--- config.mk ---
export PLATFORM = sky130hd
export DESIGN_NAME = mmio_bus_ctrl_flat
export DESIGN_NICKNAME = d
export VERILOG_FILES = /design/src/rtl/mmio_bus_ctrl_pkg.sv /design/src/rtl/mmio_bus_ctrl_if.sv /design/src/rtl/mmio_bus_ctrl_sync_fifo.sv /design/src/rtl/mmio_bus_ctrl.sv /design/src/flat_wrapper.sv
export SDC_FILE = /design/constraint.sdc
export NUM_CORES = 1
export LEC_CHECK = 0
export CORE_MARGIN = 2
export CORE_UTILIZATION = 44
export DETAILED_ROUTE_END_ITERATION = 10
export PLACE_DENSITY = 0.9
export SYNTH_ARGS = -nofsm -noshare
export SYNTH_HDL_FRONTEND = slang
export SYNTH_SLANG_ARGS = --single-unit
export TNS_END_PERCENT = 10
--- constraint.sdc ---
create_clock -name clk -period 4.7 [get_ports clk]
set_input_delay 0.94 -clock clk [delete_from_list [all_inputs] [get_ports clk]]
set_output_delay 0.94 -clock clk [all_outputs]
set_load 0.005 [all_outputs]
--- src/rtl/mmio_bus_ctrl_pkg.sv ---
// mmio_bus_pkg: shared constants and types for the MMIO bus controller.
//   - Register offsets inside the 16-byte MMIO window
//   - STATUS / FAULT_STAT bit positions
//   - Drain FSM state and read-source select enums
package mmio_bus_pkg;

  // Register offsets relative to MMIO_BASE (word granular)
  localparam logic [3:0] TXDATA_OFS     = 4'h0;
  localparam logic [3:0] STATUS_OFS     = 4'h4;
  localparam logic [3:0] FAULT_ADDR_OFS = 4'h8;
  localparam logic [3:0] FAULT_STAT_OFS = 4'hC;

  localparam int unsigned MMIO_WINDOW_BYTES = 16;

  // STATUS register layout
  localparam int STAT_FULL_BIT  = 0;
  localparam int STAT_EMPTY_BIT = 1;
  localparam int STAT_BUSY_BIT  = 2;
  localparam int STAT_COUNT_LSB = 8;
  localparam int STAT_COUNT_MSB = 15;
  localparam int STAT_COUNT_W   = STAT_COUNT_MSB - STAT_COUNT_LSB + 1;

  // FAULT_STAT register layout
  localparam int FSTAT_VALID_BIT = 0;
  localparam int FSTAT_WRITE_BIT = 1;
  localparam int FSTAT_OVF_BIT   = 2;

  typedef enum logic [1:0] {
    IDLE = 2'd0,
    SEND = 2'd1,
    HOLD = 2'd2
  } drain_state_e;

  typedef enum logic [1:0] {
    SRC_RAM  = 2'd0,
    SRC_MMIO = 2'd1,
    SRC_ZERO = 2'd2
  } rd_src_e;

endpackage

--- src/rtl/mmio_bus_ctrl_if.sv ---
// mmio_bus_ctrl_if: CPU data-port bundle between the CPU and mmio_bus_ctrl.
//   master (CPU)   : drives mem_read_cpu, mem_write_cpu, addr, data_from_cpu
//                    receives data_to_cpu, rd_valid, cpu_stall
//   slave (ctrl)   : mirror image of master
interface mmio_bus_ctrl_if #(
  parameter int ADDR_W = 32,
  parameter int DATA_W = 32
);
  import mmio_bus_pkg::*;

  logic              mem_read_cpu;
  logic              mem_write_cpu;
  logic [ADDR_W-1:0] addr;
  logic [DATA_W-1:0] data_from_cpu;
  logic [DATA_W-1:0] data_to_cpu;
  logic              rd_valid;
  logic              cpu_stall;

  modport master (
    output mem_read_cpu, mem_write_cpu, addr, data_from_cpu,
    input  data_to_cpu, rd_valid, cpu_stall
  );

  modport slave (
    input  mem_read_cpu, mem_write_cpu, addr, data_from_cpu,
    output data_to_cpu, rd_valid, cpu_stall
  );

endinterface

--- src/rtl/mmio_bus_ctrl_sync_fifo.sv ---
// sync_fifo: single-clock FIFO with registered pointers and occupancy count.
//   clk, rst      : clock, synchronous active-high reset (empties the FIFO)
//   push_i        : write push_data_i (ignored when full)
//   pop_i         : drop head entry (ignored when empty)
//   head_o        : current head entry (valid when !empty_o)
//   full_o/empty_o: occupancy flags
//   count_o       : number of stored entries, $clog2(DEPTH)+1 bits
// DEPTH must be a power of 2 so the pointers wrap by natural overflow.
module sync_fifo #(
  parameter int WIDTH = 8,
  parameter int DEPTH = 8
) (
  input  logic                     clk,
  input  logic                     rst,
  input  logic                     push_i,
  input  logic [WIDTH-1:0]         push_data_i,
  input  logic                     pop_i,
  output logic [WIDTH-1:0]         head_o,
  output logic                     full_o,
  output logic                     empty_o,
  output logic [$clog2(DEPTH):0]   count_o
);
  import mmio_bus_pkg::*;

  localparam int PTR_W = $clog2(DEPTH);
  localparam int CNT_W = PTR_W + 1;

  logic [WIDTH-1:0] mem_q [DEPTH];
  logic [PTR_W-1:0] wr_ptr_q, wr_ptr_d;
  logic [PTR_W-1:0] rd_ptr_q, rd_ptr_d;
  logic [CNT_W-1:0] count_q, count_d;
  logic             do_push, do_pop;

  assign full_o  = (count_q == CNT_W'(DEPTH));
  assign empty_o = (count_q == '0);
  assign count_o = count_q;
  // Small register array: head is read asynchronously so the drain FSM
  // can present it in the same cycle it pops.
  assign head_o  = mem_q[rd_ptr_q];

  assign do_push = push_i && !full_o;
  assign do_pop  = pop_i && !empty_o;

  always_comb begin
    wr_ptr_d = wr_ptr_q;
    rd_ptr_d = rd_ptr_q;
    count_d  = count_q;
    if (do_push) wr_ptr_d = wr_ptr_q + 1'b1;
    if (do_pop)  rd_ptr_d = rd_ptr_q + 1'b1;
    case ({do_push, do_pop})
      2'b10:   count_d = count_q + CNT_W'(1);
      2'b01:   count_d = count_q - CNT_W'(1);
      default: count_d = count_q;
    endcase
  end

  always_ff @(posedge clk) begin
    if (rst) begin
      wr_ptr_q <= '0;
      rd_ptr_q <= '0;
      count_q  <= '0;
    end else begin
      wr_ptr_q <= wr_ptr_d;
      rd_ptr_q <= rd_ptr_d;
      count_q  <= count_d;
    end
  end

  // Storage needs no reset; the count alone defines which entries are live.
  always_ff @(posedge clk) begin
    if (do_push) mem_q[wr_ptr_q] <= push_data_i;
  end

endmodule

--- src/rtl/mmio_bus_ctrl.sv ---
// mmio_bus_ctrl: CPU data-port decoder for RAM, an MMIO register window and
// a UART transmit path with an auto-draining TX FIFO.
//   clk, rst        : clock, synchronous active-high reset
//   bus (slave)     : CPU request/response (loads return after 1 cycle)
//   ram_*           : synchronous RAM port, data_from_ram one cycle after ram_read
//   uart_*          : UART transmitter strobe/data/busy
//   bus_fault       : fault record valid level
// Registers at MMIO_BASE: +0 TXDATA, +4 STATUS, +8 FAULT_ADDR, +C FAULT_STAT.
// Build option: define MMIO_FAULT_EN to implement unmapped-access capture
// (FAULT_ADDR/FAULT_STAT/bus_fault); without it those read 0 and bus_fault=0.
module mmio_bus_ctrl
  import mmio_bus_pkg::*;
#(
  parameter int              ADDR_W     = 32,
  parameter int              DATA_W     = 32,
  parameter logic [ADDR_W-1:0] RAM_BASE = 32'h0000_0000,
  parameter int              RAM_BYTES  = 16384,
  parameter logic [ADDR_W-1:0] MMIO_BASE = 32'h0000_4000,
  parameter int              FIFO_DEPTH = 8,
  parameter int              UART_W     = 8
) (
  input  logic              clk,
  input  logic              rst,
  mmio_bus_ctrl_if.slave    bus,
  output logic              ram_read,
  output logic              ram_write,
  output logic [ADDR_W-1:0] ram_addr,
  output logic [DATA_W-1:0] data_to_ram,
  input  logic [DATA_W-1:0] data_from_ram,
  output logic              uart_write,
  output logic [UART_W-1:0] uart_data,
  input  logic              uart_busy,
  output logic              bus_fault
);

  localparam int CNT_W = $clog2(FIFO_DEPTH) + 1;

  // ---------------------------------------------------------------- decode
  logic [ADDR_W-1:0] ram_ofs, mmio_ofs;
  logic [3:0]        reg_ofs;
  logic              ram_hit, mmio_hit, txdata_hit;
  logic              rd_req, wr_req;

  // Offsets are computed by wrapping subtraction, so an address below a base
  // becomes huge and fails the single upper-bound compare.
  assign ram_ofs    = bus.addr - RAM_BASE;
  assign mmio_ofs   = bus.addr - MMIO_BASE;
  assign ram_hit    = (ram_ofs < ADDR_W'(RAM_BYTES));
  assign mmio_hit   = (mmio_ofs < ADDR_W'(MMIO_WINDOW_BYTES));
  assign reg_ofs    = {mmio_ofs[3:2], 2'b00};
  assign txdata_hit = mmio_hit && (reg_ofs == TXDATA_OFS);

  // A simultaneous read and write is treated as a write only.
  assign wr_req = bus.mem_write_cpu;
  assign rd_req = bus.mem_read_cpu && !bus.mem_write_cpu;

  assign ram_read    = rd_req && ram_hit;
  assign ram_write   = wr_req && ram_hit;
  assign ram_addr    = ram_ofs;
  assign data_to_ram = bus.data_from_cpu;

  // ---------------------------------------------------------------- TX FIFO
  logic              fifo_push, fifo_pop, fifo_full, fifo_empty;
  logic [UART_W-1:0] fifo_head;
  logic [CNT_W-1:0]  fifo_count;

  // Stall is based on the registered full flag, so a pop in the same cycle
  // frees the slot for the next cycle rather than this one.
  assign bus.cpu_stall = wr_req && txdata_hit && fifo_full;
  assign fifo_push     = wr_req && txdata_hit && !fifo_full;

  sync_fifo #(
    .WIDTH (UART_W),
    .DEPTH (FIFO_DEPTH)
  ) u_tx_fifo (
    .clk         (clk),
    .rst         (rst),
    .push_i      (fifo_push),
    .push_data_i (bus.data_from_cpu[UART_W-1:0]),
    .pop_i       (fifo_pop),
    .head_o      (fifo_head),
    .full_o      (fifo_full),
    .empty_o     (fifo_empty),
    .count_o     (fifo_count)
  );

  // ---------------------------------------------------------------- drain FSM
  drain_state_e state_q, state_d;

  always_comb begin
    state_d    = state_q;
    uart_write = 1'b0;
    uart_data  = '0;
    fifo_pop   = 1'b0;
    case (state_q)
      IDLE: begin
        if (!fifo_empty && !uart_busy) state_d = SEND;
      end
      SEND: begin
        uart_write = 1'b1;
        uart_data  = fifo_head;
        fifo_pop   = 1'b1;
        state_d    = HOLD;
      end
      // Give the UART one cycle to raise busy before re-checking it.
      HOLD:    state_d = IDLE;
      default: state_d = IDLE;
    endcase
  end

  always_ff @(posedge clk) begin
    if (rst) state_q <= IDLE;
    else     state_q <= state_d;
  end

  // ---------------------------------------------------------------- fault record
  logic [DATA_W-1:0] fault_addr_word, fault_stat_word;

`ifdef MMIO_FAULT_EN
  logic [ADDR_W-1:0] fault_addr_q, fault_addr_d;
  logic              fault_valid_q, fault_valid_d;
  logic              fault_write_q, fault_write_d;
  logic              fault_ovf_q, fault_ovf_d;
  logic              fault_ev, fault_clr;

  assign fault_ev  = (bus.mem_read_cpu || bus.mem_write_cpu) && !ram_hit && !mmio_hit;
  assign fault_clr = wr_req && mmio_hit && (reg_ofs == FAULT_STAT_OFS);

  always_comb begin
    fault_addr_d  = fault_addr_q;
    fault_valid_d = fault_valid_q;
    fault_write_d = fault_write_q;
    fault_ovf_d   = fault_ovf_q;
    if (fault_ev) begin
      // A clear in the same cycle makes the new fault a fresh first record.
      if (fault_valid_q && !fault_clr) begin
        fault_ovf_d = 1'b1;
      end else begin
        fault_addr_d  = bus.addr;
        fault_write_d = wr_req;
        fault_valid_d = 1'b1;
        fault_ovf_d   = 1'b0;
      end
    end else if (fault_clr) begin
      fault_valid_d = 1'b0;
      fault_write_d = 1'b0;
      fault_ovf_d   = 1'b0;
    end
  end

  always_ff @(posedge clk) begin
    if (rst) begin
      fault_addr_q  <= '0;
      fault_valid_q <= 1'b0;
      fault_write_q <= 1'b0;
      fault_ovf_q   <= 1'b0;
    end else begin
      fault_addr_q  <= fault_addr_d;
      fault_valid_q <= fault_valid_d;
      fault_write_q <= fault_write_d;
      fault_ovf_q   <= fault_ovf_d;
    end
  end

  always_comb begin
    fault_stat_word                  = '0;
    fault_stat_word[FSTAT_VALID_BIT] = fault_valid_q;
    fault_stat_word[FSTAT_WRITE_BIT] = fault_write_q;
    fault_stat_word[FSTAT_OVF_BIT]   = fault_ovf_q;
  end

  assign fault_addr_word = DATA_W'(fault_addr_q);
  assign bus_fault       = fault_valid_q;
`else
  assign fault_addr_word = '0;
  assign fault_stat_word = '0;
  assign bus_fault       = 1'b0;
`endif

  // ---------------------------------------------------------------- read path
  logic [DATA_W-1:0] status_word, mmio_rdata;

  always_comb begin
    status_word                                = '0;
    status_word[STAT_FULL_BIT]                 = fifo_full;
    status_word[STAT_EMPTY_BIT]                = fifo_empty;
    status_word[STAT_BUSY_BIT]                 = uart_busy;
    status_word[STAT_COUNT_MSB:STAT_COUNT_LSB] = STAT_COUNT_W'(fifo_count);
  end

  always_comb begin
    case (reg_ofs)
      STATUS_OFS:     mmio_rdata = status_word;
      FAULT_ADDR_OFS: mmio_rdata = fault_addr_word;
      FAULT_STAT_OFS: mmio_rdata = fault_stat_word;
      default:        mmio_rdata = '0;
    endcase
  end

  // MMIO data is captured in the request cycle; RAM data arrives from the
  // RAM itself one cycle later, so only the source choice is registered.
  logic              rd_valid_q, rd_valid_d;
  rd_src_e           rd_src_q, rd_src_d;
  logic [DATA_W-1:0] mmio_rdata_q, mmio_rdata_d;
  logic [DATA_W-1:0] data_to_cpu_mux;

  always_comb begin
    rd_valid_d   = rd_req;
    mmio_rdata_d = mmio_rdata;
    if (ram_hit)       rd_src_d = SRC_RAM;
    else if (mmio_hit) rd_src_d = SRC_MMIO;
    else               rd_src_d = SRC_ZERO;
  end

  always_ff @(posedge clk) begin
    if (rst) begin
      rd_valid_q   <= 1'b0;
      rd_src_q     <= SRC_ZERO;
      mmio_rdata_q <= '0;
    end else begin
      rd_valid_q   <= rd_valid_d;
      rd_src_q     <= rd_src_d;
      mmio_rdata_q <= mmio_rdata_d;
    end
  end

  always_comb begin
    data_to_cpu_mux = '0;
    if (rd_valid_q) begin
      case (rd_src_q)
        SRC_RAM:  data_to_cpu_mux = data_from_ram;
        SRC_MMIO: data_to_cpu_mux = mmio_rdata_q;
        default:  data_to_cpu_mux = '0;
      endcase
    end
  end

  assign bus.data_to_cpu = data_to_cpu_mux;
  assign bus.rd_valid    = rd_valid_q;

endmodule

--- src/flat_wrapper.sv ---
// flat-port wrapper written by rule: the top's interface ports become plain ports
module mmio_bus_ctrl_flat import mmio_bus_pkg::*;
#(
  parameter int              ADDR_W     = 32,
  parameter int              DATA_W     = 32,
  parameter logic [ADDR_W-1:0] RAM_BASE = 32'h0000_0000,
  parameter int              RAM_BYTES  = 16384,
  parameter logic [ADDR_W-1:0] MMIO_BASE = 32'h0000_4000,
  parameter int              FIFO_DEPTH = 8,
  parameter int              UART_W     = 8
)
  (clk, rst, ram_read, ram_write, ram_addr, data_to_ram, data_from_ram, uart_write, uart_data, uart_busy, bus_fault, bus_mem_read_cpu, bus_mem_write_cpu, bus_addr, bus_data_from_cpu, bus_data_to_cpu, bus_rd_valid, bus_cpu_stall);
  mmio_bus_ctrl_if #(.ADDR_W(ADDR_W), .DATA_W(DATA_W)) bus_i ();
  input  logic clk;
  input  logic rst;
  output logic ram_read;
  output logic ram_write;
  output logic [ADDR_W-1:0] ram_addr;
  output logic [DATA_W-1:0] data_to_ram;
  input  logic [DATA_W-1:0] data_from_ram;
  output logic uart_write;
  output logic [UART_W-1:0] uart_data;
  input  logic uart_busy;
  output logic bus_fault;
  input wire logic [$bits(bus_i.mem_read_cpu)-1:0] bus_mem_read_cpu;
  input wire logic [$bits(bus_i.mem_write_cpu)-1:0] bus_mem_write_cpu;
  input wire logic [$bits(bus_i.addr)-1:0] bus_addr;
  input wire logic [$bits(bus_i.data_from_cpu)-1:0] bus_data_from_cpu;
  output wire logic [$bits(bus_i.data_to_cpu)-1:0] bus_data_to_cpu;
  output wire logic [$bits(bus_i.rd_valid)-1:0] bus_rd_valid;
  output wire logic [$bits(bus_i.cpu_stall)-1:0] bus_cpu_stall;
  assign bus_i.mem_read_cpu = bus_mem_read_cpu;
  assign bus_i.mem_write_cpu = bus_mem_write_cpu;
  assign bus_i.addr = bus_addr;
  assign bus_i.data_from_cpu = bus_data_from_cpu;
  assign bus_data_to_cpu = bus_i.data_to_cpu;
  assign bus_rd_valid = bus_i.rd_valid;
  assign bus_cpu_stall = bus_i.cpu_stall;
  mmio_bus_ctrl #(.ADDR_W(ADDR_W), .DATA_W(DATA_W), .RAM_BASE(RAM_BASE), .RAM_BYTES(RAM_BYTES), .MMIO_BASE(MMIO_BASE), .FIFO_DEPTH(FIFO_DEPTH), .UART_W(UART_W)) u_core (.clk(clk), .rst(rst), .bus(bus_i), .ram_read(ram_read), .ram_write(ram_write), .ram_addr(ram_addr), .data_to_ram(data_to_ram), .data_from_ram(data_from_ram), .uart_write(uart_write), .uart_data(uart_data), .uart_busy(uart_busy), .bus_fault(bus_fault));
endmodule
# Word level (Yosys, flattened, before mapping)
# Memory sizes are Yosys's and may differ from the RTL's. A register that Yosys moved wholly into a read port is not among the register bits.
# Index checks and enable logic that the tools add are counted.
[totals]
ff_bits = 47
ram_bits = 64
input_bits = 101
out_inout_bits = 110
wordCells = 59
memories = 1
[op_classes]
n_addsub = 5
n_lt_le_gt_ge = 2
eq_ne = 7
n_mux = 13
n_bitwise = 1
reduce_logical = 21
[memory_table]
columns = ["name", "depth", "width", "rd", "rd_ports_with_merged_regs", "write_ports", "line", "rtl"]
rows = [
  ["u_core.u_tx_fifo.mem_q", 8, 8, 1, 1, 1, "mmio_bus_ctrl_sync_fifo.sv:28", "logic [WIDTH-1:0] mem_q [DEPTH];"],
]
[ops]
columns = ["operator", "n"]
rows = [
  ["case mux 32 bit (2 select lines)", 1],
  ["less-than comparator 32 x 15 -> 1 bit (second input constant)", 1],
  ["less-than comparator 32 x 5 -> 1 bit (second input constant)", 1],
  ["2-to-1 mux 32 bit", 1],
  ["subtractor 32 x 15 -> 32 bit (second input constant)", 1],
  ["logical AND 1 bit", 10],
  ["== test 2 x 1 -> 1 bit (second input constant)", 4],
  ["logical NOT 4 bit", 2],
  ["2-to-1 mux 8 bit", 1],
  ["case mux 4 bit (2 select lines)", 1],
  ["adder 3 x 1 -> 3 bit (second input constant)", 2],
  ["2-to-1 mux 2 bit", 3],
  ["2-to-1 mux 3 bit", 2],
  ["adder 4 x 1 -> 4 bit (second input constant)", 1],
  ["== test 4 bit (second input constant)", 1],
  ["logical NOT 1 bit", 4],
  ["logical NOT 2 bit", 2],
  ["case mux 2 bit (2 select lines)", 1],
  ["OR reduction 2 bit", 2],
  ["subtractor 4 x 1 -> 4 bit (second input constant)", 1],
  ["2-to-1 mux 1 bit", 3],
  ["== test 2 bit (second input constant)", 1],
  ["inequality test 2 x 1 -> 1 bit (second input constant)", 1],
  ["nonzero test 2 bit", 1],
  ["NOT 1 bit", 1],
]

# Longest topological paths before layout
[logic_depth]
ltp_word = 8
ltp_mapped = 12
mapped_depth_nobuf = 11

# Modules after synthesis
# Synthesis repeated with hierarchy kept, for this count alone.
[hier_totals]
hier_cells = 341
area_unflattened_um2 = 4500.6
[by_module_without_submodules]
columns = ["module", "instances", "cells_each", "area_each_um2", "seq_area_each_um2"]
rows = [
  ["sync_fifo", 1, 167, 3150.5, 2182.1],
  ["mmio_bus_ctrl", 1, 174, 1350.0, 240.2],
]

# Worst setup path after synthesis
# OpenSTA, ideal clock, no wires.
[synth_timing]
path_kind = "input to register"
start = "in bus_addr[22]"
end = "reg u_core.u_tx_fifo.count_q[3], in the netlist u_core.u_tx_fifo.count_o[3]"
arrival_time_ns = 3.372
t_required_ns = 4.630
setup_slack_ns = 1.258
path_stages = 12
n_path_buf = 1
path_cell_list = "or3_4 > o41ai_2 > nand4bb_1 > or2_1 > buf_6 > ha_1 > ha_1 > a21o_1 > a21oi_1 > xnor2_1 > or3_1 > a21oi_1"
[synth_between]
elab_chain_len = 8
[synth_rtl]
columns = ["element", "line", "rtl"]
rows = [
  ["start: declaration", "flat_wrapper.sv:27", "input wire logic [$bits(bus_i.addr)-1:0] bus_addr;"],
  ["subtractor 32 x 15 -> 32 bit (*)", "mmio_bus_ctrl.sv:47", "assign mmio_ofs = bus.addr - MMIO_BASE;"],
  ["less-than comparator 32 x 5 -> 1 bit (*)", "mmio_bus_ctrl.sv:49", "assign mmio_hit = (mmio_ofs < ADDR_W'(MMIO_WINDOW_BYTES));"],
  ["logical AND 1 bit (*)", "mmio_bus_ctrl.sv:51", "assign txdata_hit = mmio_hit && (reg_ofs == TXDATA_OFS);"],
  ["logical AND 1 bit (*) (2 in a row)", "mmio_bus_ctrl.sv:70", "assign fifo_push = wr_req && txdata_hit && !fifo_full;"],
  ["logical AND 1 bit (*)", "mmio_bus_ctrl_sync_fifo.sv:41", "assign do_push = push_i && !full_o;"],
  ["== test 2 x 1 -> 1 bit or == test 2 bit (tied branches)", "mmio_bus_ctrl_sync_fifo.sv:50", "case ({do_push, do_pop})"],
  ["case mux 4 bit (2 select lines) or nonzero test 2 bit (tied branches)", "n/a", ""],
  ["end signal: assignment", "mmio_bus_ctrl_sync_fifo.sv:65", "count_q <= count_d;"],
  ["end: declaration", "mmio_bus_ctrl_sync_fifo.sv:31", "logic [CNT_W-1:0] count_q, count_d;"],
]
# Mark *: on every way between the ends. The rest lies on a longest branch, timed or not.
# A chain may end at the register's enable or synchronous reset.

# Final worst setup path
[layout_timing]
start = "in bus_addr[14]"
end = "out bus_cpu_stall"
[layout_between]
elab_chain_len = 5
[layout_rtl]
columns = ["element", "line", "rtl"]
rows = [
  ["subtractor 32 x 15 -> 32 bit", "mmio_bus_ctrl.sv:47", ""],
  ["less-than comparator 32 x 5 -> 1 bit", "mmio_bus_ctrl.sv:49", ""],
  ["logical AND 1 bit", "mmio_bus_ctrl.sv:51", ""],
  ["logical AND 1 bit (2 in a row)", "mmio_bus_ctrl.sv:69", "assign bus.cpu_stall = wr_req && txdata_hit && fifo_full;"],
  ["end: declaration", "flat_wrapper.sv:31", "output wire logic [$bits(bus_i.cpu_stall)-1:0] bus_cpu_stall;"],
]
# No other way between the ends.

==> results.sh <==
export IMPL_outcome="completed"
export IMPL_worst_slew_pin_slew_ns=1.09
export IMPL_yosys_cell_types_count=41
export IMPL_fin_crit_ns=4.17
export IMPL_gp_congestion=0.782
export IMPL_crit_required_ns=3.76
export IMPL_pin_count=211
export IMPL_synthTopCellsByArea="edfxtp_1, dfxtp_1, buf_4, mux4_2, and2_1"
export IMPL_syn_nets=456
export IMPL_cts_max_path_buffers=2
export IMPL_layout_drive_gt1_share=0.108
export IMPL_start_kind="primary input"
export IMPL_start_util=0.451
export IMPL_ys_seq_area_frac=0.549
export IMPL_instances_no_fill=586
export IMPL_crit_top_cell="clkdlybuf4s50_1"
export IMPL_syn_cell_area_um2=4410
export IMPL_drc=0
export IMPL_endpoint_kind="output pin"
export IMPL_cp_cell_sequence="clkdlybuf4s50_1 -> or3_4 -> o41ai_2 -> nor4b_2 -> nand2_1 -> nor2_1 -> clkdlybuf4s50_1"
export IMPL_grt_pass1_wl_mm=16.9
export IMPL_slew_violations=0
export IMPL_cts_root_buf="clkbuf_8"
export IMPL_postCtsSetupRepairBufs=0
export IMPL_fp_row_count=36
export IMPL_yosys_most_used_dff="edfxtp_1"
export IMPL_power_density_nw_per_um2=261
export IMPL_die_x_um=104
export IMPL_grt_pass1_vias=3020
export IMPL_reg2reg_from="u_core.u_tx_fifo.count_o[0]"
export IMPL_hold_slack_ns=0.502
export IMPL_wirelength_mm=11.1
export IMPL_finalHoldViolCount=0
export IMPL_dieHeight_um=104
export IMPL_ant_nets=0
export IMPL_crit_path_start="bus_addr[14]"
export IMPL_numClockSinks=89
export IMPL_synthesis_instances=349
export IMPL_clk_latency_ns=0.35
export IMPL_fin_crit_sh=0.887
export IMPL_nNetsFinal=555
export IMPL_cts_hold_buffers_added=0
export IMPL_critPathBufInv=2
export IMPL_place_area_um2=5670
export IMPL_post_place_cells=570
export IMPL_port_buffers=157
export IMPL_ys_top_cells_by_count="buf_4, edfxtp_1, nor2_1"
export IMPL_synth_edff_count=64
export IMPL_hp_start="u_core.state_q[1]"
export IMPL_worst_path_max_fanout=5
export IMPL_synth_top_area_frac=0.435
export IMPL_antennaDiodeCount=0
export IMPL_min_path_type="reg -> reg"
export IMPL_cts_tree="yes"
export IMPL_numCtsBuffers=9
export IMPL_track_usage=0.204
export IMPL_antenna_found_initial=0
export IMPL_drt_iter0_markers=285
export IMPL_die_area_um2=10800
export IMPL_grt_max_degree=26
export IMPL_max_vdd_ir_drop_mv=0.165
export IMPL_clkTransAtPathRegs_ns=0.09
export IMPL_rsz0062_at_grt="no"
export IMPL_first_pass_iters=4
export IMPL_vias_per_cell=5.11
export IMPL_synth_most_common_cell="buf_4"
export IMPL_post_cts_resized=0
export IMPL_core_area_um2=9770
export IMPL_synthArstFlopShare=0
export IMPL_vias=2996
export IMPL_relSlewSlack=0.267
export IMPL_overflow=0
export IMPL_p_leak_uw=0.00196
export IMPL_critPathSlowestCell="clkdlybuf4s50_1"
export IMPL_cp_data_arrival_time_ns=3.23
export IMPL_setup_viol=0
export IMPL_fin_area_um2=5900
export IMPL_cp_top_family="simple AND/OR/NAND/NOR gates"
export IMPL_yosys_area_top_type="edfxtp_1"
export IMPL_dp_hpwl_mm=8.67
export IMPL_drv_cap=0
export IMPL_yosysWarningCount=0
export IMPL_clock_skew_ns=0.0113
export IMPL_ctsHtreeMaxLevel=3
export IMPL_crit_path_max_incr_delay_ns=0.51
export IMPL_critical_path_class="in -> out"
export IMPL_avgSynthCellArea_um2=12.6
export IMPL_syn2layout_area_growth_pct=33.7
export IMPL_ys_ff_latch=89
export IMPL_tns_ns=0
export IMPL_timing_fmax_mhz=240
export IMPL_wl_per_cell_um=18.9
[cells by family (layout without fill, tap and decap cells)]
logic type / after synthesis / count (layout) / share of synthesized area
buffers and inverters: 88 / 192 / 0.133
flip-flops: 89 / 89 / 0.549
adder cells (fa/ha/maj): 6 / 6 / 0.0187
multiplexers: 31 / 31 / 0.116
XOR/XNOR: 5 / 5 / 0.00993
AO/OA/AOI/OAI: 20 / 20 / 0.0295
other: 1 / 1 / 0.000850
AND/OR/NAND/NOR: 109 / 109 / 0.144
[per-stage QoR]
step | worst slack (ns) | utilization | total power, uW
3_5_place_dp | 0.488 | 0.581 | 987
3_3_place_gp | 0.614 | 0.581 | 983
2_1_floorplan | 1.26 | - | 915
6_report | 0.531 | 0.603 | 1540
5_1_grt | 0.411 | 0.603 | 1590
4_1_cts | 0.517 | 0.603 | 1550
[report_power, final]
group          total [uW]  internal (uW)  switching, uW
clock                 574            304            270
combinational         129           87.4           41.3
sequential            839            839          0.286
total                1540           1230            312
[state kept, by name, summed over array words and instances (netlist names), named ones only]
register	cells
u_core.bus.rd_valid	1
u_core.u_tx_fifo.mem_q	64
u_core.state_q	2
u_core.rd_src_q	2
u_core.u_tx_fifo.wr_ptr_q	3
u_core.u_tx_fifo.count_o	4
u_core.mmio_rdata_q	7
u_core.u_tx_fifo.rd_ptr_q	3
[placed cells by master, fill, tap and decap left out, types with 2 or more instances in the layout]
master,count
a21o_1,3
a21oi_1,8
and2_1,32
buf_4,10
bufinv_16,2
clkbuf_8,9
clkdlybuf4s50_1,157
dfxtp_1,25
edfxtp_1,64
ha_1,5
inv_1,7
inv_2,2
mux2i_1,15
mux4_2,16
nand2_1,6
nand2b_1,3
nand3_1,2
nand4_1,2
nor2_1,35
nor3_1,5
nor3b_1,2
nor4_1,8
nor4b_1,2
nor4b_2,3
o21ai_0,4
or3_1,2
or4_1,2
xnor2_1,2
xor2_1,3
[layout make-up]
class	instances	area, um2
sequential	89	2420
clock inverter	7	100
clock buffer	9	124
fill	783	3880
inverter	9	33.8
multi-input combinational	172	1410
tap	133	166
timing repair buffer	167	1650
[layer usage]
metal	GRT usage	routed length, um	up-vias
met4	0.0956	432	0
li1	-	-	1379
met2	0.391	6150	154
met3	0.0514	946	22
met1	0.204	3540	1441
met5	0	0	-
[path summary, 6_finish.rpt]
kind | slack, ns | cells after the start | to
worst max register to register | 1.72 | 12 | u_core.u_tx_fifo.count_o[3]
worst min-delay path | 0.50 | 2 | u_core.state_q[0]
worst max-delay path | 0.53 | 7 | bus_cpu_stall
worst min register to register | 0.50 | 2 | u_core.state_q[0]
[tightest hold or removal path: cells and delay by family, from the launching register on]
| family | cells | cell delay [ns] |
|---|---|---|
| AND/OR/NAND/NOR | 2 | 0.15 |
| flip-flops | 1 | 0.32 |
Note: power is estimated with default switching activity, not from simulation.
